## src/rtl/ps2_pkg.sv

```systemverilog
// Shared scan-code constants, frame FSM encodings and frame length for the
// PS/2 receive path.
package ps2_pkg;

  localparam logic [7:0] SC_EXT   = 8'hE0;
  localparam logic [7:0] SC_BREAK = 8'hF0;
  localparam logic [7:0] SC_CAPS  = 8'h58;

  localparam logic [1:0] ST_IDLE   = 2'd0;
  localparam logic [1:0] ST_DATA   = 2'd1;
  localparam logic [1:0] ST_PARITY = 2'd2;
  localparam logic [1:0] ST_STOP   = 2'd3;

  localparam int unsigned PS2_FRAME_BITS = 11;

endpackage

```

## src/rtl/ps2_sync_edge.sv

```systemverilog
// Two-flop synchronisers for the PS/2 pad clock and data, plus a one-cycle
// strobe on each synchronised falling edge of the PS/2 clock.
module ps2_sync_edge (
  input  logic clk,
  input  logic rst_n,
  input  logic ps2_clk_i,
  input  logic ps2_data_i,
  output logic data_s_o,
  output logic fe_o
);

  logic clk_meta_q, clk_sync_q, clk_prev_q;
  logic data_meta_q, data_sync_q;

  always_ff @(posedge clk or negedge rst_n) begin
    if (!rst_n) begin
      clk_meta_q  <= 1'b1;
      clk_sync_q  <= 1'b1;
      clk_prev_q  <= 1'b1;
      data_meta_q <= 1'b1;
      data_sync_q <= 1'b1;
    end else begin
      clk_meta_q  <= ps2_clk_i;
      clk_sync_q  <= clk_meta_q;
      clk_prev_q  <= clk_sync_q;
      data_meta_q <= ps2_data_i;
      data_sync_q <= data_meta_q;
    end
  end

  assign data_s_o = data_sync_q;
  assign fe_o     = clk_prev_q & ~clk_sync_q;

endmodule

```

## src/rtl/ps2_rx_decoder.sv

```systemverilog
// PS/2 device-to-host frame receiver and scan-code decoder (make/break/E0,
// Caps Lock tracking). Define PS2_PARITY_CHK_EN to reject odd-parity failures.
module ps2_rx_decoder
  import ps2_pkg::*;
#(
  parameter int TIMEOUT_CYC = 50000,
  parameter int CNT_W       = 16
) (
  input  logic       clk,
  input  logic       rst_n,
  input  logic       ps2_clk,
  input  logic       ps2_data,
  output logic [7:0] ps2_byte,
  output logic       intp,
  output logic       caps_flg,
  output logic       frame_err
);

  logic data_s, fe;

  ps2_sync_edge u_sync (
    .clk       (clk),
    .rst_n     (rst_n),
    .ps2_clk_i (ps2_clk),
    .ps2_data_i(ps2_data),
    .data_s_o  (data_s),
    .fe_o      (fe)
  );

  logic [1:0]       state_q, state_d;
  logic [2:0]       bitcnt_q, bitcnt_d;
  logic [7:0]       shreg_q, shreg_d;
  logic             par_q, par_d;
  logic [CNT_W-1:0] cnt_q, cnt_d;
  logic             frame_ok_q, frame_ok_d;
  logic             ferr_q, ferr_d;
  logic             timeout;
  logic             parity_ok;

`ifdef PS2_PARITY_CHK_EN
  assign parity_ok = ^{shreg_q, par_q};
`else
  logic unused_par;
  assign unused_par = par_q;
  assign parity_ok  = 1'b1;
`endif

  always_comb begin
    state_d    = state_q;
    bitcnt_d   = bitcnt_q;
    shreg_d    = shreg_q;
    par_d      = par_q;
    frame_ok_d = 1'b0;
    ferr_d     = 1'b0;
    timeout    = 1'b0;

    if (state_q == ST_IDLE || fe) cnt_d = '0;
    else                          cnt_d = cnt_q + 1'b1;

    case (state_q)
      ST_IDLE: begin
        if (fe && !data_s) begin
          state_d  = ST_DATA;
          bitcnt_d = '0;
        end
      end
      ST_DATA: begin
        if (fe) begin
          shreg_d = {data_s, shreg_q[7:1]};
          if (bitcnt_q == 3'd7) state_d = ST_PARITY;
          else                  bitcnt_d = bitcnt_q + 1'b1;
        end
      end
      ST_PARITY: begin
        if (fe) begin
          par_d   = data_s;
          state_d = ST_STOP;
        end
      end
      default: begin
        if (fe) begin
          state_d = ST_IDLE;
          if (data_s && parity_ok) frame_ok_d = 1'b1;
          else                     ferr_d     = 1'b1;
        end
      end
    endcase

    // An edge in the same cycle restarts the inter-edge window, so it wins.
    if (state_q != ST_IDLE && !fe && cnt_q == CNT_W'(TIMEOUT_CYC - 1)) begin
      state_d = ST_IDLE;
      ferr_d  = 1'b1;
      timeout = 1'b1;
    end
  end

  always_ff @(posedge clk or negedge rst_n) begin
    if (!rst_n) begin
      state_q    <= ST_IDLE;
      bitcnt_q   <= '0;
      shreg_q    <= '0;
      par_q      <= 1'b0;
      cnt_q      <= '0;
      frame_ok_q <= 1'b0;
      ferr_q     <= 1'b0;
    end else begin
      state_q    <= state_d;
      bitcnt_q   <= bitcnt_d;
      shreg_q    <= shreg_d;
      par_q      <= par_d;
      cnt_q      <= cnt_d;
      frame_ok_q <= frame_ok_d;
      ferr_q     <= ferr_d;
    end
  end

  logic [7:0] byte_q, byte_d;
  logic       intp_q, intp_d;
  logic       caps_q, caps_d;
  logic       brk_q, brk_d;
  logic       ext_q, ext_d;
  logic       held_q, held_d;

  // shreg_q stays frozen in IDLE, so it still holds the code one cycle on.
  always_comb begin
    byte_d = byte_q;
    intp_d = 1'b0;
    caps_d = caps_q;
    brk_d  = brk_q;
    ext_d  = ext_q;
    held_d = held_q;

    if (timeout) begin
      brk_d = 1'b0;
      ext_d = 1'b0;
    end else if (frame_ok_q) begin
      if (shreg_q == SC_EXT) begin
        ext_d = 1'b1;
      end else if (shreg_q == SC_BREAK) begin
        brk_d = 1'b1;
      end else if (brk_q) begin
        brk_d = 1'b0;
        ext_d = 1'b0;
        if (shreg_q == SC_CAPS && !ext_q) held_d = 1'b0;
      end else begin
        byte_d = shreg_q;
        intp_d = 1'b1;
        ext_d  = 1'b0;
        if (shreg_q == SC_CAPS && !ext_q && !held_q) begin
          caps_d = ~caps_q;
          held_d = 1'b1;
        end
      end
    end
  end

  always_ff @(posedge clk or negedge rst_n) begin
    if (!rst_n) begin
      byte_q <= '0;
      intp_q <= 1'b0;
      caps_q <= 1'b0;
      brk_q  <= 1'b0;
      ext_q  <= 1'b0;
      held_q <= 1'b0;
    end else begin
      byte_q <= byte_d;
      intp_q <= intp_d;
      caps_q <= caps_d;
      brk_q  <= brk_d;
      ext_q  <= ext_d;
      held_q <= held_d;
    end
  end

  assign ps2_byte  = byte_q;
  assign intp      = intp_q;
  assign caps_flg  = caps_q;
  assign frame_err = ferr_q;

endmodule

```

## config.mk

```make
export PLATFORM = sky130hd
export DESIGN_NAME = ps2_rx_decoder
export DESIGN_NICKNAME = d
export VERILOG_FILES = /design/src/rtl/ps2_pkg.sv /design/src/rtl/ps2_sync_edge.sv /design/src/rtl/ps2_rx_decoder.sv
export SDC_FILE = /design/constraint.sdc
export NUM_CORES = 1
export LEC_CHECK = 0
export CORE_UTILIZATION = 55
export CTS_CLUSTER_DIAMETER = 100
export DETAILED_ROUTE_END_ITERATION = 8
export PLACE_DENSITY = 0.87
export SYNTH_ARGS = -nofsm -noshare
export SYNTH_HDL_FRONTEND = slang
export SYNTH_SLANG_ARGS = --single-unit
```

## constraint.sdc

```tcl
create_clock -name clk -period 3.7 [get_ports clk]
set_input_delay 0.555 -clock clk [delete_from_list [all_inputs] [get_ports clk]]
set_output_delay 0.555 -clock clk [all_outputs]
set_load 0.02 [all_outputs]
```

==> run_results.csv <==
group,metric,value,unit
floorplan,rows,23,
yosys,synth_cells,200,
floorplan,dieArea,4400,um^2
timing,finalHoldViolCount,0,
cts,h-tree-depth,2,
cts,clk_pin_slew,80,ps
timing,max_freq,469,MHz
layout,num-fill-cells,308,
grt,grt_antenna_before_repair,0,
floorplan,die_h,66.3,um
timing,tightest_slew,1060,ps
yosys,yosys.area.top_type,"dfrtp_1",
cts,cts_max_path_buffers,2,
critical_path,startpoint_type,"register",
layout,ff_latch_area,1230,um^2
grt,grt_max_degree,50,
grt,grt_pass1_wl,6.63,mm
yosys,synth_nets,211,
power,peakVddDrop,0.000355,V
timing,whs,366,ps
drt,ant_nets,0,
cts,cts_tree,"built",
cts,tritoncts.num_buffers,5,
yosys,synth_warnings,0,
grt,grt_pass1_vias,1439,
drt,num_vias,1509,
timing,rsz0062_at_grt,"false",
cts,clock-sinks,49,
timing,setup_violations,0,
floorplan,io_pins,15,
critical_path,cp.required,3880,ps
timing,finalCritPeriodShare,0.576,
layout,syn2layout_area_growth,11.3,%
floorplan,core_area,4000,um^2
run,cap_violations,0,
min_path,hold_class,"register to register",
placed_design,hpwl,2.61,mm
outcome,status,"complete, no violations",
yosys,synth-async-reset-ratio,1.00,
placed_design,placed_area,2440,um^2
drt,routed_wl,3.91,mm
floorplan,die_w,66.3,um
cts,ctsResizeCount,0,
yosys,synth_area_leaders,"dfrtp_1, mux2_2, dfstp_2, ha_1, nand2_1",
yosys,ys.flop_type,"dfrtp_1",
layout,stdcell_count,265,
critical_path,cp_max_fo,9,
cts,clock_latency,300,ps
drt,wl_per_cell,14.8,um
yosys,syn_area_per_cell,11.4,um^2
cts,cts_root_buffer,"clkbuf_8",
yosys,ys_seq_area_frac,0.542,
critical_path,end_kind,"register",
timing,maxSlewHeadroom,0.296,
power,pwr_density_cell,561,nW/um^2
grt,grt_overflow,0,
timing,finalWorstSetupSlack,1570,ps
placed_design,post-place-ws,1540,ps
yosys,ys_seq_elements,49,
timing,slew_viol_final,0,
cts,cts_setup_buffers,0,
placed_design,dp_cells,258,
timing,post-route-min-period,2130,ps
layout,drive_gt1_frac,0.163,
yosys,syn-cell-area,2280,um^2
drt,via_per_inst,5.69,
yosys,synth_edf_count,0,
floorplan,initial_core_util,0.569,
timing,setup_tns,0,ps
layout,diodes,0,
placed_design,portBuffers,14,
critical_path,crit_arrival,2310,ps
yosys,synth_top_cell_area_share,0.484,
yosys,synth_cell_types,43,
layout,nets,226,
cts,ctsHoldBuffers,0,
layout,multi_input_area,975,um^2
grt,grt_usage,0.204,
drt,remaining_drc_errors,0,
drt,firstDrtPassIters,4,
power,p_leak,1.07,nW
placed_design,gp_congestion,0.765,
layout,fin_area,2530,um^2
drt,drt_iter0_drc,61,
critical_path,path_class,"register to register",
timing,fin_skew,11.0,ps
[cells in the final DEF, fill, tap and decap left out, types with 2 or more instances in the layout]
cell and instances:
nand4_1 2, nand2_1 17, nor4_1 4, or4b_1 2, or3_1 5, inv_1 10
clkbuf_8 6, dfrtp_1 44, nand2b_1 2, a21oi_1 8, xnor2_1 7, xor2_1 3
nor3_1 4, dfstp_2 5, nor4_4 2, o21ai_0 12, mux2_2 15, a22o_1 3
clkdlybuf4s50_1 13, ha_1 7, nand3b_1 2, nand3_1 6, nor2_1 15
[where the power goes]
group          internal, mW  switching [mW]
Sequential            0.634          0.0885
Clock                 0.148           0.166
Combinational         0.171           0.214
Total                 0.953           0.469
[per-layer routing]
metal | GRT usage | wire length (um) | vias to the layer above
met3 | 0.0517 | 105 | 2
met5 | 0 | 0 | -
met1 | 0.269 | 1800 | 749
li1 | - | - | 737
met4 | 0.0559 | 11 | 0
met2 | 0.333 | 1990 | 21
[worst paths after layout]
check	start	end	slack [ps]	depth (start not counted)
max in group asynchronous	rst_n	cnt_q[7]	2610	1
max	u_sync.clk_prev_q	ps2_byte[0]	1570	4
min in group asynchronous	rst_n	shreg_q[1]	450	1
min reg2reg	u_sync.data_meta_q	u_sync.data_s_o	370	0
min	u_sync.data_meta_q	u_sync.data_s_o	370	0
max reg2reg	u_sync.clk_prev_q	ps2_byte[0]	1570	4
[cell families after synthesis]
logic type	count (synthesis)	share of synthesized area
flops	49	0.542
buf+inv	16	0.0302
compound gates	33	0.0968
simple gates	69	0.176
fa+ha+maj	7	0.0385
mux	16	0.0786
xor+xnor	10	0.0385
[state kept, by name, indices dropped and copies added (netlist names)]
name                cells
cnt_q                  16
frame_ok_q              1
brk_q                   1
caps_flg                1
intp                    1
u_sync.clk_sync_q       1
bitcnt_q                3
u_sync.clk_meta_q       1
u_sync.clk_prev_q       1
frame_err               1
shreg_q                 8
ps2_byte                8
held_q                  1
u_sync.data_meta_q      1
state_q                 2
u_sync.data_s_o         1
ext_q                   1
[final cells by class]
class / instances / area share
well taps: 50 / 0.0247
clock buffers: 6 / 0.0326
flip-flops and latches: 49 / 0.487
multi-input cells: 135 / 0.385
repair buffers: 14 / 0.0534
clock inverters: 1 / 0.00296
inverters: 10 / 0.0148
[Yosys cell counts (all sizes together), types with 6 or more instances]
master,number
a21oi,8
dfrtp,44
ha,7
inv,10
mux2,15
nand2,17
nand3,6
nor2,15
nor4,6
o21ai,12
xnor2,7
[worst max-delay path: stages (launching register included)]
cell and delay, ps:
dfstp_2 530, nor2b_1 460, nor4_4 140, a211oi_4 490, mux2_2 400
[metrics by stage]
| stage | utilization | power, mW |
|---|---|---|
| 2_1_floorplan | - | 0.992 |
| 3_3_place_gp | 0.611 | 1.09 |
| 3_5_place_dp | 0.611 | 1.11 |
| 4_1_cts | 0.633 | 1.44 |
| 5_1_grt | 0.633 | 1.52 |
| 6_report | 0.633 | 1.42 |
Note: power is estimated with default switching activity, not from simulation.
